==> src/rtl/switch_mcu_sequencer.sv <==
// Multi-cycle instruction sequencer: FETCH/DECODE/EXEC/MEM/WB with PC update and halt.
// Optional fetch watchdog enabled by defining SWITCH_MCU_SEQ_FETCH_TIMEOUT_EN.
module switch_mcu_sequencer #(
  parameter logic [31:0] RESET_PC      = 32'h0000_0000,
  parameter int          FETCH_TIMEOUT = 15
) (
  input  logic        in_clk,
  input  logic        in_rst,
  input  logic        in_start,
  output logic        out_imem_req,
  output logic [31:0] out_imem_addr,
  input  logic        in_imem_ack,
  input  logic [31:0] in_imem_rdata,
  output logic [31:0] out_inst,
  output logic [3:0]  out_cycle_cnt,
  input  logic        in_mem_op,
  input  logic        in_mem_done,
  input  logic        in_redirect,
  input  logic [31:0] in_redirect_pc,
  input  logic        in_halt,
  output logic [31:0] out_pc,
  output logic        out_wb_en,
  output logic        out_busy,
  output logic        out_halted,
  output logic        out_fault
);

  typedef enum logic [2:0] {
    IDLE   = 3'd0,
    FETCH  = 3'd1,
    DECODE = 3'd2,
    EXEC   = 3'd3,
    MEM    = 3'd4,
    WB     = 3'd5,
    HALT   = 3'd6
  } state_t;

  state_t      state_q, state_d;
  logic [31:0] pc_q, pc_d;
  logic [31:0] inst_q, inst_d;

  // Redirect targets are forced word-aligned, so the low bits are never consumed.
  logic unused_redirect_bits;
  assign unused_redirect_bits = ^in_redirect_pc[1:0];

`ifdef SWITCH_MCU_SEQ_FETCH_TIMEOUT_EN
  localparam logic [7:0] TMO_LIMIT = 8'(FETCH_TIMEOUT);
  logic [7:0] tmo_q, tmo_d;
  logic       fault_q, fault_d;
`else
  logic unused_timeout_cfg;
  assign unused_timeout_cfg = ^8'(FETCH_TIMEOUT);
`endif

  always_comb begin
    state_d = state_q;
    pc_d    = pc_q;
    inst_d  = inst_q;
`ifdef SWITCH_MCU_SEQ_FETCH_TIMEOUT_EN
    tmo_d   = tmo_q;
    fault_d = fault_q;
`endif
    case (state_q)
      IDLE: begin
        if (in_start) begin
          state_d = FETCH;
`ifdef SWITCH_MCU_SEQ_FETCH_TIMEOUT_EN
          tmo_d   = 8'd0;
`endif
        end
      end
      FETCH: begin
        // An ack always beats the watchdog, even on the limit cycle.
        if (in_imem_ack) begin
          inst_d  = in_imem_rdata;
          state_d = DECODE;
        end
`ifdef SWITCH_MCU_SEQ_FETCH_TIMEOUT_EN
        else begin
          tmo_d = tmo_q + 8'd1;
          if (tmo_q + 8'd1 == TMO_LIMIT) begin
            state_d = HALT;
            fault_d = 1'b1;
          end
        end
`endif
      end
      DECODE: state_d = EXEC;
      EXEC:   state_d = in_mem_op ? MEM : WB;
      MEM: begin
        if (in_mem_done) state_d = WB;
      end
      WB: begin
        if (in_halt) begin
          state_d = HALT;
        end else begin
          pc_d    = in_redirect ? {in_redirect_pc[31:2], 2'b00} : pc_q + 32'd4;
          state_d = in_start ? FETCH : IDLE;
`ifdef SWITCH_MCU_SEQ_FETCH_TIMEOUT_EN
          tmo_d   = 8'd0;
`endif
        end
      end
      HALT:    state_d = HALT;
      default: state_d = IDLE;
    endcase
  end

  always_ff @(posedge in_clk or negedge in_rst) begin
    if (!in_rst) begin
      state_q <= IDLE;
      pc_q    <= RESET_PC;
      inst_q  <= 32'd0;
`ifdef SWITCH_MCU_SEQ_FETCH_TIMEOUT_EN
      tmo_q   <= 8'd0;
      fault_q <= 1'b0;
`endif
    end else begin
      state_q <= state_d;
      pc_q    <= pc_d;
      inst_q  <= inst_d;
`ifdef SWITCH_MCU_SEQ_FETCH_TIMEOUT_EN
      tmo_q   <= tmo_d;
      fault_q <= fault_d;
`endif
    end
  end

  // Decoder phase index; the reset state maps to all-zero outputs.
  always_comb begin
    out_cycle_cnt = 4'd0;
    case (state_q)
      DECODE:  out_cycle_cnt = 4'd1;
      EXEC:    out_cycle_cnt = 4'd2;
      MEM:     out_cycle_cnt = 4'd3;
      WB:      out_cycle_cnt = 4'd4;
      default: out_cycle_cnt = 4'd0;
    endcase
  end

  assign out_imem_req  = (state_q == FETCH);
  assign out_imem_addr = pc_q;
  assign out_pc        = pc_q;
  assign out_inst      = inst_q;
  assign out_wb_en     = (state_q == WB);
  assign out_busy      = (state_q != IDLE) && (state_q != HALT);
  assign out_halted    = (state_q == HALT);
`ifdef SWITCH_MCU_SEQ_FETCH_TIMEOUT_EN
  assign out_fault     = fault_q;
`else
  assign out_fault     = 1'b0;
`endif

endmodule

==> config.mk <==
export PLATFORM = sky130hd
export DESIGN_NAME = switch_mcu_sequencer
export DESIGN_NICKNAME = d
export VERILOG_FILES = /design/src/rtl/switch_mcu_sequencer.sv
export SDC_FILE = /design/constraint.sdc
export NUM_CORES = 1
export LEC_CHECK = 0
export BUFFER_PORTS_ARGS = -buffer_cell sky130_fd_sc_hd__buf_2
export CAP_MARGIN = 25
export CORE_AREA = 5 5 118 120
export CTS_BUF_LIST = sky130_fd_sc_hd__clkbuf_2 sky130_fd_sc_hd__clkbuf_4 sky130_fd_sc_hd__clkbuf_8
export CTS_CLUSTER_DIAMETER = 120
export DETAILED_ROUTE_END_ITERATION = 7
export DIE_AREA = 0 0 123 125
export PLACE_DENSITY = 0.66
export SLEW_MARGIN = 20
export SYNTH_ARGS = -nofsm -noshare
export SYNTH_HDL_FRONTEND = slang
export SYNTH_SLANG_ARGS = --single-unit
export TNS_END_PERCENT = 20
==> constraint.sdc <==
create_clock -name in_clk -period 3.85 [get_ports in_clk]
set_input_delay 0.77 -clock in_clk [delete_from_list [all_inputs] [get_ports in_clk]]
set_output_delay 0.77 -clock in_clk [all_outputs]
set_load 0.05 [all_outputs]
==> impl_metrics.py <==
metrics = {
    "clock_tree": {
        "hold_buffers": 0,
        "cts_buffers": 9,
        "clk_latency_ps": 370,
        "cts_root_buf": "clkbuf_8",
        "cts_max_path_buffers": 2,
        "cts_tree": "built",
        "cts.htree.levels": 3,
        "path_clk_slew_ps": 80,
        "cts_resized": 0,
        "cts_setup_buffers": 0,
        "clock-sinks": 65,
    },
    "logic_synthesis": {
        "synth_seq_cells": 65,
        "synth_edf_count": 0,
        "synth_top_area_frac": 0.436,
        "yosysUniqueCellTypes": 51,
        "yosys.area.top_type": "dfrtp_1",
        "synth_area_leaders": "dfrtp_1, mux2_2, buf_4, o21ai_0, nand3_1",
        "yosysSeqAreaShare": 0.436,
        "synth-main-ff-cell": "dfrtp_1",
        "yosys_warnings": 0,
        "syn_area_sq_mm": 0.00373,
        "synth_area_per_cell_sq_um": 9.54,
        "async_flop_share": 1.00,
        "synth_cells": 391,
    },
    "floorplanning": {
        "rows": 42,
        "start_util": 0.290,
        "die_height_microns": 125,
        "num_io_pins": 177,
        "core_sq_mm": 0.0129,
        "dieArea_sq_mm": 0.0154,
        "die_w_microns": 123,
    },
    "placement": {
        "place_area_sq_mm": 0.00446,
        "port_buffers": 168,
        "dp_hpwl_microns": 7940,
        "pre_cts_slack_ps": 1440,
        "gp_congestion": 0.785,
    },
    "route": {
        "vias": 3416,
        "detail_route.drc_violations": 0,
        "avgRoutedWirePerCell_microns": 15.4,
        "drt-total-wl_microns": 10800,
        "ant_nets": 0,
        "via_per_inst": 4.89,
        "drtPass1Iterations": 4,
        "drt-initial-drc-count": 173,
    },
    "grt": {
        "grt_max_degree": 53,
        "grt_pass1_vias": 3424,
        "gr-total-overflow": 0,
        "grt_pass1_wl_microns": 16700,
        "antenna_found_initial": 1,
        "grt_use_total": 0.138,
    },
    "final_layout": {
        "fin_nets": 590,
        "drive_above_1_share": 0.444,
        "final_area_sq_mm": 0.00466,
        "syn_to_final_growth_pct": 24.9,
    },
    "run": {
        "drv_cap": 0,
    },
    "pwr": {
        "total_power_mw": 4.71,
        "peakVddDrop_mv": 0.639,
        "leakagePower_nw": 2.16,
        "power.density_cell_area_mw_per_mm2": 1010,
    },
    "timing": {
        "slew_viol_final": 0,
        "finalHoldViolations": 0,
        "worst_hold_slack_ps": 427,
        "tightest_slew_ps": 852,
        "period_share": 0.614,
        "max-slew-margin-rel": 0.428,
        "fmax_mhz": 423,
        "setup_viol": 0,
        "worst_clock_skew_ps": 12.3,
        "tns_ps": 0,
        "layout_setup_ws_ps": 1490,
        "rsz0062_at_grt": "no",
        "post-route-min-period_ps": 2360,
    },
    "run_status": {
        "status": "complete, no violations",
    },
    "critical_path": {
        "start_kind": "flip-flop",
        "critical_path.max_stage_delay_ps": 750,
        "critPathSlowestCell": "nor3_1",
        "crit_path_end_kind": "flip-flop",
        "critPathMaxFanout": 8,
        "path_cells": "ha_1 -> nand4_1 -> nor3_1 -> nand3_1 -> o31ai_1 -> a21oi_1",
        "reg2reg_depth": 6,
        "criticalPathCategory": "reg -> reg",
        "crit_required_ps": 4060,
        "crit_arrival_ps": 2580,
    },
    "min_path": {
        "worstHoldPathType": "in -> async",
    },
}
## report_power, final
group / total [mW] / internal [mW] / switching [mW] / leakage, nW
logic: 2.78 / 0.667 / 2.11 / 1.29
registers: 1.33 / 0.987 / 0.347 / 0.768
clock network: 0.595 / 0.321 / 0.273 / 0.0988
## critical path: cells and delay by family, from the launching register on
family / cells / cell delay (ps)
compound gates: 2 / 350
fa+ha+maj: 1 / 250
flops: 1 / 460
simple gates: 3 / 1160
## final timing paths
| kind | startpoint | slack, ps | to |
|---|---|---|---|
| setup / recovery | out_imem_addr[2] | 1490 | out_imem_addr[18] |
| hold / removal | in_rst | 430 | out_inst[26] |
| setup reg to reg | out_imem_addr[2] | 1490 | out_imem_addr[18] |
| min in group in_clk | out_inst[3] | 500 | out_inst[3] |
| max in group asynchronous | in_rst | 2750 | out_imem_addr[9] |
| hold reg to reg | out_inst[3] | 500 | out_inst[3] |
## state kept, by name, summed over array words and instances, names as in the netlist
signal         count
out_inst          32
out_imem_addr     30
state_q            3
## area by class of cell
type / count / area (sq um)
antenna: 1 / 2.50
clock buffer: 11 / 145
clock inverter: 5 / 55.1
fill: 1295 / 8210
inverter: 8 / 30.0
multi-input combinational: 261 / 1710
sequential: 65 / 1630
tap: 176 / 220
timing repair buffer: 172 / 873
## kinds of logic (layout without fill, tap and decap cells)
logic type	after synthesis	in the layout	synth area share
AOI/OAI and AO/OA	77	77	0.131
adders and majority gates	1	1	0.00335
DFF	65	65	0.436
and+or+nand+nor	141	141	0.210
other	1	7	0.00101
buffers and inverters	70	196	0.111
muxes	36	36	0.108
## cells in the mapped netlist, types with 5 or more instances
cell	count
nand2_1	27
dfrtp_1	65
nor2_1	29
clkbuf_1	11
inv_1	8
buf_4	37
a31oi_1	7
and3_1	7
nand3_1	22
mux2_2	33
buf_2	10
nand4_1	8
a22oi_1	5
a21oi_1	16
nor3_1	16
nand2b_1	5
o21ai_0	24
a211oi_1	5
## metrics by stage
step | util | instances
after floorplan | - | 396
after global placement | 0.346 | 682
after detailed placement | 0.346 | 682
after CTS | 0.362 | 698
after global routing | 0.362 | 699
final | 0.362 | 699
## placed cells by master (no fill, tap or decap), types with 5 or more instances in the layout
cell	instances
a211oi_1	5
a21oi_1	16
a22oi_1	5
a31oi_1	7
and3_1	7
buf_2	167
buf_4	5
clkbuf_8	10
conb_1	6
dfrtp_1	65
inv_1	8
mux2_2	33
nand2_1	27
nand2b_1	5
nand3_1	22
nand4_1	8
nor2_1	29
nor3_1	16
o21ai_0	24
## layer usage
metal	vias up	GRT usage	share of wire
met4	0	0.0704	0.019
met3	17	0.0393	0.077
met5	-	0	0
li1	1627	-	-
met1	1633	0.162	0.42
met2	139	0.229	0.49
(Power assumes the default switching activity.)
